### src/rtl/fpu_seq_unit.sv
// Purpose : sequential single-precision FPU serving the MemArbiter FPU port
//           (LDA/LDB/MUL/MIN/MAX/NEG/ABS on two operand registers A and B).
// Latency : single-cycle ops -> done in t+1; MUL -> busy t+1..t+26, done t+27.
// Backpressure: none; any command sampled while io_busy is high is dropped.
//
// Ports:
//   clock, reset       sole clock (rising edge), synchronous active-high reset
//   io_fpu_op   [2:0]  command: 0 NOP, 1 LDA, 2 LDB, 3 MUL, 4 MIN, 5 MAX, 6 NEG, 7 ABS
//   io_fpu_ab   [31:0] operand data for LDA/LDB (IEEE-754 single)
//   io_fpu_result[31:0] last result, held until the next completion
//   io_fpu_done        one-cycle pulse marking a new io_fpu_result
//   io_busy            high while a MUL is in flight
//
// Build option: define FPU_ROUND_NEAREST_EN for round-to-nearest-even on MUL;
// left undefined, MUL truncates toward zero and no rounding logic is built.
module fpu_seq_unit #(
    parameter int MUL_STEPS = 24
) (
    input  logic        clock,
    input  logic        reset,
    input  logic [2:0]  io_fpu_op,
    input  logic [31:0] io_fpu_ab,
    output logic [31:0] io_fpu_result,
    output logic        io_fpu_done,
    output logic        io_busy
);

    localparam logic [2:0] OP_NOP = 3'd0;
    localparam logic [2:0] OP_LDA = 3'd1;
    localparam logic [2:0] OP_LDB = 3'd2;
    localparam logic [2:0] OP_MUL = 3'd3;
    localparam logic [2:0] OP_MIN = 3'd4;
    localparam logic [2:0] OP_MAX = 3'd5;
    localparam logic [2:0] OP_NEG = 3'd6;
    localparam logic [2:0] OP_ABS = 3'd7;

    localparam logic [31:0] QNAN  = 32'h7FC0_0000;
    localparam int          CNT_W = $clog2(MUL_STEPS + 1);

    typedef enum logic [1:0] {
        S_IDLE,
        S_UNPACK,
        S_MULT,
        S_NORM
    } state_t;

    // Operand class decided in UNPACK; NORM only uses the product for CLS_NORMAL.
    typedef enum logic [1:0] {
        CLS_NORMAL,
        CLS_ZERO,
        CLS_INF,
        CLS_NAN
    } cls_t;

    // ------------------------------------------------------------------
    // Registers
    // ------------------------------------------------------------------
    state_t             r_state;
    logic [31:0]        r_a;
    logic [31:0]        r_b;
    logic [31:0]        r_result;
    logic               r_done;
    logic               r_sign;
    logic signed [9:0]  r_exp;
    cls_t               r_cls;
    logic [47:0]        r_acc;
    logic [47:0]        r_mcand;
    logic [23:0]        r_mplr;
    logic [CNT_W-1:0]   r_cnt;

    // ------------------------------------------------------------------
    // Wires
    // ------------------------------------------------------------------
    state_t             w_state_nxt;
    logic               w_mult_last;
    logic               w_a_lt_b;
    logic               w_any_nan;
    logic [31:0]        w_min;
    logic [31:0]        w_max;
    cls_t               w_cls;
    logic signed [9:0]  w_exp_sum;
    logic [23:0]        w_ma;
    logic [23:0]        w_mb;
    logic               w_hi;
    logic [22:0]        w_frac;
    logic signed [9:0]  w_exp_n;
    logic [22:0]        w_frac_f;
    logic signed [9:0]  w_exp_f;
    logic [31:0]        w_mul_res;

    function automatic logic f_is_nan(input logic [31:0] f);
        return (f[30:23] == 8'hFF) && (f[22:0] != 23'd0);
    endfunction

    function automatic logic f_is_inf(input logic [31:0] f);
        return (f[30:23] == 8'hFF) && (f[22:0] == 23'd0);
    endfunction

    // Zero exponent covers both true zero and denormals (flush-to-zero).
    function automatic logic f_is_zero(input logic [31:0] f);
        return (f[30:23] == 8'h00);
    endfunction

    // ------------------------------------------------------------------
    // FSM
    // ------------------------------------------------------------------
    assign w_mult_last = (r_cnt == CNT_W'(MUL_STEPS - 1));

    always_ff @(posedge clock) begin
        if (reset) begin
            r_state <= S_IDLE;
        end else begin
            r_state <= w_state_nxt;
        end
    end

    always_comb begin
        w_state_nxt = r_state;
        case (r_state)
            S_IDLE:   if (io_fpu_op == OP_MUL) w_state_nxt = S_UNPACK;
            S_UNPACK: w_state_nxt = S_MULT;
            S_MULT:   if (w_mult_last) w_state_nxt = S_NORM;
            S_NORM:   w_state_nxt = S_IDLE;
            default:  w_state_nxt = S_IDLE;
        endcase
    end

    // ------------------------------------------------------------------
    // MIN / MAX: sign-magnitude ordering; differing signs make the negative
    // operand smaller, which also places -0 below +0.
    // ------------------------------------------------------------------
    always_comb begin
        w_a_lt_b = 1'b0;
        if (r_a[31] != r_b[31]) begin
            w_a_lt_b = r_a[31];
        end else if (!r_a[31]) begin
            w_a_lt_b = (r_a[30:0] < r_b[30:0]);
        end else begin
            w_a_lt_b = (r_a[30:0] > r_b[30:0]);
        end
    end

    assign w_any_nan = f_is_nan(r_a) | f_is_nan(r_b);
    assign w_min     = w_any_nan ? QNAN : (w_a_lt_b ? r_a : r_b);
    assign w_max     = w_any_nan ? QNAN : (w_a_lt_b ? r_b : r_a);

    // ------------------------------------------------------------------
    // MUL unpack: classify operands and form the biased exponent sum.
    // ------------------------------------------------------------------
    always_comb begin
        w_cls = CLS_NORMAL;
        if (w_any_nan ||
            (f_is_inf(r_a) && f_is_zero(r_b)) ||
            (f_is_zero(r_a) && f_is_inf(r_b))) begin
            w_cls = CLS_NAN;
        end else if (f_is_inf(r_a) || f_is_inf(r_b)) begin
            w_cls = CLS_INF;
        end else if (f_is_zero(r_a) || f_is_zero(r_b)) begin
            w_cls = CLS_ZERO;
        end
    end

    assign w_exp_sum = $signed({2'b00, r_a[30:23]}) + $signed({2'b00, r_b[30:23]}) - 10'sd127;
    assign w_ma      = f_is_zero(r_a) ? 24'd0 : {1'b1, r_a[22:0]};
    assign w_mb      = f_is_zero(r_b) ? 24'd0 : {1'b1, r_b[22:0]};

    // ------------------------------------------------------------------
    // MUL normalise: the 1.23 x 1.23 product lies in [1,4), so the leading
    // one is at bit 46 or bit 47.
    // ------------------------------------------------------------------
    assign w_hi    = r_acc[47];
    assign w_frac  = w_hi ? r_acc[46:24] : r_acc[45:23];
    assign w_exp_n = r_exp + (w_hi ? 10'sd1 : 10'sd0);

`ifdef FPU_ROUND_NEAREST_EN
    logic        w_guard;
    logic        w_sticky;
    logic        w_rnd_up;
    logic [24:0] w_mant_r;
    logic        w_unused_rnd;

    always_comb begin
        w_guard  = w_hi ? r_acc[23] : r_acc[22];
        w_sticky = w_hi ? (|r_acc[22:0]) : (|r_acc[21:0]);
        // Ties go to the even mantissa.
        w_rnd_up = w_guard & (w_sticky | w_frac[0]);
        w_mant_r = {2'b01, w_frac} + {24'd0, w_rnd_up};
        // On carry-out the mantissa becomes 1.0: fraction bits are already zero.
        w_frac_f = w_mant_r[22:0];
        w_exp_f  = w_exp_n + (w_mant_r[24] ? 10'sd1 : 10'sd0);
    end

    assign w_unused_rnd = w_mant_r[23];
`else
    logic w_unused_lo;

    assign w_frac_f    = w_frac;
    assign w_exp_f     = w_exp_n;
    // Truncation discards everything below the kept fraction.
    assign w_unused_lo = ^r_acc[22:0];
`endif

    always_comb begin
        w_mul_res = {r_sign, 31'd0};
        case (r_cls)
            CLS_NAN:  w_mul_res = QNAN;
            CLS_INF:  w_mul_res = {r_sign, 8'hFF, 23'd0};
            CLS_ZERO: w_mul_res = {r_sign, 31'd0};
            default: begin
                if (w_exp_f >= 10'sd255) begin
                    w_mul_res = {r_sign, 8'hFF, 23'd0};
                end else if (w_exp_f <= 10'sd0) begin
                    w_mul_res = {r_sign, 31'd0};
                end else begin
                    w_mul_res = {r_sign, w_exp_f[7:0], w_frac_f};
                end
            end
        endcase
    end

    // ------------------------------------------------------------------
    // Datapath
    // ------------------------------------------------------------------
    always_ff @(posedge clock) begin
        if (reset) begin
            r_a      <= 32'd0;
            r_b      <= 32'd0;
            r_result <= 32'd0;
            r_done   <= 1'b0;
            r_sign   <= 1'b0;
            r_exp    <= 10'sd0;
            r_cls    <= CLS_NORMAL;
            r_acc    <= 48'd0;
            r_mcand  <= 48'd0;
            r_mplr   <= 24'd0;
            r_cnt    <= '0;
        end else begin
            r_done <= 1'b0;
            case (r_state)
                S_IDLE: begin
                    case (io_fpu_op)
                        OP_LDA: begin
                            r_a      <= io_fpu_ab;
                            r_result <= io_fpu_ab;
                            r_done   <= 1'b1;
                        end
                        OP_LDB: begin
                            r_b      <= io_fpu_ab;
                            r_result <= io_fpu_ab;
                            r_done   <= 1'b1;
                        end
                        OP_MIN: begin
                            r_result <= w_min;
                            r_done   <= 1'b1;
                        end
                        OP_MAX: begin
                            r_result <= w_max;
                            r_done   <= 1'b1;
                        end
                        OP_NEG: begin
                            r_result <= {~r_a[31], r_a[30:0]};
                            r_done   <= 1'b1;
                        end
                        OP_ABS: begin
                            r_result <= {1'b0, r_a[30:0]};
                            r_done   <= 1'b1;
                        end
                        default: ;  // NOP, and MUL which only moves the FSM
                    endcase
                end
                S_UNPACK: begin
                    r_sign  <= r_a[31] ^ r_b[31];
                    r_exp   <= w_exp_sum;
                    r_cls   <= w_cls;
                    r_acc   <= 48'd0;
                    r_mcand <= {24'd0, w_ma};
                    r_mplr  <= w_mb;
                    r_cnt   <= '0;
                end
                S_MULT: begin
                    // One multiplier bit per cycle, LSB first.
                    if (r_mplr[0]) begin
                        r_acc <= r_acc + r_mcand;
                    end
                    r_mcand <= r_mcand << 1;
                    r_mplr  <= r_mplr >> 1;
                    r_cnt   <= r_cnt + CNT_W'(1);
                end
                S_NORM: begin
                    r_result <= w_mul_res;
                    r_done   <= 1'b1;
                end
                default: ;
            endcase
        end
    end

    assign io_fpu_result = r_result;
    assign io_fpu_done   = r_done;
    assign io_busy       = (r_state != S_IDLE);

endmodule

### config.mk
export PLATFORM = sky130hd
export DESIGN_NAME = fpu_seq_unit
export DESIGN_NICKNAME = d
export VERILOG_FILES = /design/src/rtl/fpu_seq_unit.sv
export SDC_FILE = /design/constraint.sdc
export NUM_CORES = 1
export LEC_CHECK = 0
export ABC_CLOCK_PERIOD_IN_PS = 3950
export CORE_MARGIN = 8
export CORE_UTILIZATION = 45
export CTS_CLUSTER_SIZE = 8
export DETAILED_ROUTE_END_ITERATION = 8
export DONT_BUFFER_PORTS = 1
export GPL_TIMING_DRIVEN = 0
export SLEW_MARGIN = 20
export SYNTH_ARGS = -nofsm -noshare
export SYNTH_HDL_FRONTEND = slang
export SYNTH_SLANG_ARGS = --single-unit
### constraint.sdc
create_clock -name clock -period 3.95 [get_ports clock]
set_input_delay 0.395 -clock clock [delete_from_list [all_inputs] [get_ports clock]]
set_output_delay 0.395 -clock clock [all_outputs]
set_load 0.05 [all_outputs]
* Yosys cells after proc, flatten, opt, wreduce, memory -nomap -nowiden *
Cells that the tools add are included.

operators by class
  bitwise operators = 3
  reduce and logical (&&, ||, !) cells = 27
  $lt $le $gt $ge = 4
  multiplexer cells = 28
  $add $sub $neg = 5
  eq/ne operators = 21

operators with widths
  kind                                                                                  number
  48-bit case mux with 2 select lines                                                   2
  32-bit case mux with 5 select lines                                                   1
  32-bit two-way mux                                                                    4
  32-bit case mux with 3 select lines                                                   1
  32-bit case mux with 2 select lines                                                   1
  31-bit two-way mux                                                                    2
  48-bit adder                                                                          1
  24-bit two-way mux                                                                    2
  48-bit two-way mux                                                                    1
  24-bit case mux with 2 select lines                                                   1
  23-bit zero test                                                                      2
  23-bit nonzero test                                                                   2
  31-bit greater-than comparator                                                        1
  31-bit less-than comparator                                                           1
  23-bit two-way mux                                                                    1
  8-bit == test, second input constant                                                  2
  8-bit zero test                                                                       2
  3-bit == test, second input constant                                                  4
  10-bit by 2-bit adder with 10-bit output                                              1
  10-bit by 9-bit greater-or-equal comparator with 1-bit output, second input constant  1
  10-bit by 1-bit less-or-equal comparator with 1-bit output, second input constant     1
  5-bit case mux with 2 select lines                                                    1
  2-bit AND reduction                                                                   5
  9-bit by 7-bit subtractor with 10-bit output, second input constant                   1
  23 further kinds                                                                      47

storage, ports and cells
  word-level logic and storage cells = 100
  register bits after elaboration = 237
  bits of input ports = 37

* Logic depth before layout (Yosys ltp) *
Gate-level depths: netlist of the first run.

  depth after elaboration = 7
  depth in mapped cells = 16

* Worst setup path after synthesis of the first run *
Ideal clock, no wire load.

  path type = reg-to-reg
  start point = register r_b[25]
  end point = register r_result[26], in the netlist io_fpu_result[26]
  path buffers = 0
  cell stages (with the launch flop) = 13
  required time = 3.820 ns
  period minus slack after synthesis = 3.343 ns
  path slack = 0.607 ns
  arrival time = 3.214 ns
  path through = dfxtp_1 > inv_1 > ha_1 > inv_1 > or4_4 > or4_4 > a21oi_2 > nor2_1 > mux2_4 > xnor2_1 > or4b_2 > o211ai_1 > o211ai_1

between the ends
  word-level cells in the longest chain between the ends = 7

RTL lines
  element                                                                               line      RTL
  start, declared                                                                       60        logic [31:0] r_b;
  start signal, assigned                                                                248       r_b <= io_fpu_ab;
  31-bit less-than comparator / 31-bit greater-than comparator (equally long branches)  137, 139
  1-bit two-way mux                                                                     136       end else if (!r_a[31]) begin
  1-bit two-way mux                                                                     134       if (r_a[31] != r_b[31]) begin
  32-bit two-way mux (on tied branches) (2 in a row)                                    145, 144
  32-bit case mux with 5 select lines (*)                                               241       case (io_fpu_op)
  32-bit case mux with 2 select lines (*)                                               239       case (r_state)
  end signal, assigned                                                                  244       r_result <= io_fpu_ab;
  end signal, assigned                                                                  249       r_result <= io_fpu_ab;
  end signal, assigned                                                                  253       r_result <= w_min;
  end, declared                                                                         61        logic [31:0] r_result;

Mark *: on every way between the ends. The rest lies on a longest branch, timed or not.
A chain may end at the register's enable or synchronous reset.

* Worst setup path in the final report of the first run *
  start point = register r_b[25]
  end point = register r_result[8], in the netlist io_fpu_result[8]

The elaborated chain is that of the path after synthesis.

==> results of run 1 <==
==> cells in the mapped netlist, drive strengths merged, types with 7 or more instances <==
| master | n | area [um^2] |
|---|---|---|
| o221ai | 7 | 61.3 |
| and3 | 8 | 50.1 |
| a221oi | 26 | 353 |
| o21bai | 10 | 75.1 |
| a211oi | 37 | 278 |
| a21o | 38 | 285 |
| xor2 | 24 | 210 |
| o21ai | 92 | 460 |
| nor3 | 34 | 175 |
| a22o | 17 | 149 |
| nor4 | 15 | 93.8 |
| a21oi | 168 | 845 |
| dfxtp | 237 | 4740 |
| a31oi | 15 | 93.8 |
| mux2i | 82 | 821 |
| nand2b | 9 | 56.3 |
| nand2 | 196 | 736 |
| inv | 66 | 248 |
| o21a | 7 | 52.6 |
| buf | 11 | 72.6 |
| xnor2 | 38 | 333 |
| clkbuf | 93 | 349 |
| nand3 | 23 | 115 |
| nor2 | 165 | 619 |
| nand4 | 24 | 150 |
| nor2b | 14 | 87.6 |
| a22oi | 50 | 375 |
| ha | 102 | 1280 |
==> cells by family after synthesis <==
| kind of cell | count (synthesis) | synth area share [%] |
|---|---|---|
| buffers and inverters | 170 | 4.85 |
| XOR/XNOR | 62 | 3.93 |
| multiplexers | 83 | 6.05 |
| AND/OR/NAND/NOR | 513 | 16.5 |
| AO/OA/AOI/OAI | 513 | 24.8 |
| adder cells (fa/ha/maj) | 104 | 9.53 |
| flip-flops | 237 | 34.3 |
==> path summary, 6_finish.rpt <==
check,from,end,slack [ns]
hold / removal,io_fpu_ab[26],r_b[26],0.01
setup / recovery,r_b[25],io_fpu_result[8],0.11
setup reg to reg,r_b[25],io_fpu_result[8],0.11
hold reg to reg,r_mplr[23],r_mplr[23],0.45
==> per-layer routing <==
| layer | share of wire (%) | vias up | global-route usage, % |
|---|---|---|---|
| met4 | 2.7 | 0 | 8.11 |
| met1 | 44 | 6024 | 29.9 |
| met2 | 47 | 352 | 38.9 |
| met3 | 6.0 | 79 | 3.87 |
| met5 | 0 | - | 0 |
| li1 | - | 6155 | - |
==> area by class of cell <==
class,count,area [um^2]
buffer,104,422
clock buffer,37,893
clock inverter,3,26.3
fill,2997,15100
inverter,66,248
multi-input combinational,1275,8490
sequential,237,4750
tap,396,495
timing repair buffer,5,37.5
==> per-stage QoR <==
stage / instances / setup slack [ns] / power (uW) / setup TNS, ns
after CTS: 2118 / 0.0428 / 9240 / 0
after detailed placement: 2078 / -0.217 / 6580 / -3.03
after global placement: 2078 / -0.158 / 6530 / -2.63
after floorplan: 1682 / 0.607 / 5690 / 0
after global routing: 2123 / 0.00679 / 9740 / 0
final: 2123 / 0.112 / 9260 / 0
==> repair_timing <==
item | 4_1_cts | 5_1_grt
endpoints found under the setup margin | 28 | 24
resized for setup | 4 | 9
gates cloned | 0 | 0
pin swaps | 1 | 2
setup buffers | 0 | 5
==> registers in the layout (all words and copies together), names as in the netlist <==
name	count
io_fpu_done	1
io_fpu_result	32
r_a	32
r_acc	48
r_b	32
r_cls	2
r_cnt	5
r_exp	10
r_mcand	48
r_mplr	24
r_sign	1
r_state	2
==> power breakdown <==
part | internal, uW | leakage [uW] | switching, uW
Sequential | 2770 | 0.00192 | 916
Clock | 1590 | 0.000453 | 1060
Combinational | 1070 | 0.00361 | 1870
==> critical path, stage by stage (launching register included) <==
cell      delay [ns]
dfxtp_1         0.39
inv_1           0.11
ha_1            0.28
inv_1           0.09
or4_4           0.58
or4_4           0.54
a21oi_2         0.12
nor2_1          0.06
mux2_4          0.34
and3_1          0.19
o31a_1          0.24
buf_6           0.16
buf_6           0.17
a221oi_2        0.34
nor3_1          0.07
==> metrics, run 1 <==
hold crit path type=in -> reg; CP Launch Type=flop; clk_lat worst skew=0.52 ns; Clock Sinks=237; Die Y=191 um; WHS=0.0108 ns; commonest non-fill, non-tap cell in the layout=dfxtp_1; Clock Path Buffers=3; Slew Limit Headroom=42.2%; DRC=0; async set-reset flop share out of synthesis=0%; RSZ-0062 raised after global routing=no; die area=36600 um^2; Root Buffer Master=clkbuf_16; CTS tree=yes; Routed WL per cell=20.5 um; Leakage=0.00598 uW; Avg Inst Size Synth=8.21 um^2; Peak supply drop=0.359 mV; Initial Util=45.4%; via count=12610; Hold Crit Depth=2; Worst Path Required=4.32 ns; first-pass GRT wire length=67.5 mm; via/cell ratio=5.94; Crit. End Element=flop; Routed Antenna Nets=0; syn_nets=1823; endpoints failing setup=0; initial antenna violation count=0; post-layout instance area=15400 um^2; Ant. Diodes=0; vias in the first global route=11991; # IOs=71; CORE AREA=30400 um^2; max-slew violations=0; synth warn=0; DRT Wirelength=43.6 mm; ratio of cells with drive above 1 in the final layout=5.10%; Total GRT Usage=23.3%; CP Class=reg -> reg; DP HPWL=33.0 mm; outcome=finished, final reports clean; Overflow after GRT=0; Post-Synthesis Cells=1682; #FFs+latches synth=237; post-route clock period utilization=97.2%; CTS buffer count=35; f_max=0.261 GHz; Reg2Reg Depth=14; port bufs=0; CTS HTree Levels=2; Synth Flop Type=dfxtp_1; pwr/cell area=603 nW/um^2; Post-synth EDFFs=0; most frequent cells in the layout=dfxtp_1 (236), nand2_1 (196), a21oi_1 (167), nor2_1 (165), ha_1 (102); Core Rows=64; width of the die=191 um; Layout area overhead=11.2%; Final Hold Vio Count=0; initial DRC count=923; drt pass-1 iters=5; arrival time worst endpoint=4.21 ns; CP Max Fanout=10; DP Area=14300 um^2; Final GP Congestion=0.904; Reg clk slew, reported paths=0.05 ns; Post-Route Utilization=50.5%; Final min period=3.84 ns; largest net degree at the start of global routing=11; Max-cap violations=0; Post-Synthesis Cell Area=13800 um^2; Tightest Pin Transition=0.867 ns; Yosys cell types=68; Fin Clk Skew=0.0156 ns; nets@finish=1865; Seq/Total Area, Yosys=34.3%; Post-CTS Hold Buffers=0
Note: power is estimated with default switching activity, not from simulation.
==> run 2, diff against run 1 <==
CORE_UTILIZATION = 55   (was 45)
PLACE_DENSITY = 0.7   (was not set)
SETUP_SLACK_MARGIN = 0.5   (was not set)
==> metrics, run 2 (synthesized netlist as in run 1, its figures left out) <==
Worst Path Required=4.33 ns; DP HPWL=31.8 mm; Routed Antenna Nets=0; via/cell ratio=6.30; Root Buffer Master=clkbuf_16; RSZ-0062 raised after global routing=yes; ratio of cells with drive above 1 in the final layout=8.56%; commonest non-fill, non-tap cell in the layout=dfxtp_1; Ant. Diodes=0; hold crit path type=in -> reg; arrival time worst endpoint=3.88 ns; Crit. End Element=flop; CP Launch Type=flop; Tightest Pin Transition=0.878 ns; Fin Clk Skew=0.0217 ns; Clock Path Buffers=3; max-slew violations=0; pwr/cell area=597 nW/um^2; Slew Limit Headroom=41.5%; Layout area overhead=14.7%; initial DRC count=948; post-route clock period utilization=88.8%; # IOs=71; Fin Setup TNS=0 ns; clk_lat worst skew=0.52 ns; outcome=finished, final reports clean; Final Hold Vio Count=0; f_max=0.285 GHz; Reg clk slew, reported paths=0.06 ns; DRC=0; Final min period=3.51 ns; CTS buffer count=35; Max-cap violations=0; CORE AREA=24900 um^2; CP Max Fanout=6; CP Class=reg -> reg; Reg-to-Reg Start=r_b[25]; Core Rows=58; endpoints failing setup=0; dpl cells=2012; CTS tree=yes; Routed WL per cell=21.0 um; hold wc startpoint=io_fpu_ab[27]; Die Y=174 um; largest net degree at the start of global routing=11; die area=30400 um^2; most frequent cells in the layout=dfxtp_1 (220), nand2_1 (196), nor2_1 (164), a21oi_1 (163), ha_1 (98); slowest stage delay, CP=0.48 ns; Final Non-Filler Cells=2071; critical-path cell list=inv_1 -> ha_1 -> inv_1 -> or4_4 -> or4_4 -> a21oi_2 -> nor2_1 -> mux2_4 -> and3_4 -> o31a_1 -> buf_6 -> buf_12 -> a221oi_4 -> nor3_1; post-layout instance area=15900 um^2; Peak supply drop=0.420 mV; via count=13045; CTS HTree Levels=2; Tot Pwr=9470 uW; slowest CP cell=or4_4; Total GRT Usage=27.3%; drt pass-1 iters=5; vias in the first global route=12560; Clock Sinks=237; first-pass GRT wire length=67.6 mm; Leakage=0.00612 uW; Initial Util=55.5%; top flop regs=r_acc: 48 flops, r_mcand: 48 flops; Critical Path Start=r_b[25]; initial antenna violation count=0; Final GP Congestion=0.927; nets@finish=1878; port bufs=0; DRT Wirelength=43.4 mm; width of the die=174 um; Overflow after GRT=0; DP Area=14200 um^2
## run 2: layer usage
metal	GRT usage, %	vias to the layer above	routed length [um]
met4	14.8	0	2370
met2	45.0	537	20200
met3	5.32	147	3430
met5	0	-	0
li1	-	6175	-
met1	33.2	6186	17400
## run 2: power breakdown
part	internal (uW)	leakage [uW]	switching [uW]
Sequential	2770	0.00193	920
Combinational	1190	0.00374	1970
Clock	1570	0.000448	1050
## run 2: final timing paths
check,endpoint,slack [ns],depth (start not counted)
setup / recovery,io_fpu_result[7],0.44,14
hold / removal,r_b[27],0.01,2
setup reg to reg,io_fpu_result[7],0.44,14
hold reg to reg,r_mplr[23],0.46,1
## run 2: final cells by class
cell class,instances,area (um^2)
clock inverters,3,26.3
fillers,2094,9040
plain buffers,104,448
repair buffers,18,194
inverters,66,250
well taps,330,413
clock buffers,38,887
flip-flops and latches,237,4770
multi-input cells,1275,8860
## run 2: repair_timing
action,in CTS,in global routing
cloned,1,1
endpoints found under the hold margin,3,0
pin swaps,11,18
gates resized for setup,52,49
endpoints found under the setup margin,40,35
setup buffers,11,3
hold buffers,2,0
## run 2: worst max-delay path: cells and delay by family, from the launching register on
kind	cells	cell delay, ns
simple gates	5	1.24
compound gates	3	0.66
buf+inv	4	0.51
mux	1	0.34
flops	1	0.33
fa+ha+maj	1	0.28
## run 2: through the flow
step	hold slack, ns	utilization [%]	setup slack (ns)
after floorplan	0.426	-	0.607
after global placement	0.434	57.2	-0.102
after detailed placement	0.449	57.2	-0.129
after CTS	0.00124	62.5	0.435
after global routing	0.0124	63.7	0.344
final	0.0113	63.7	0.441
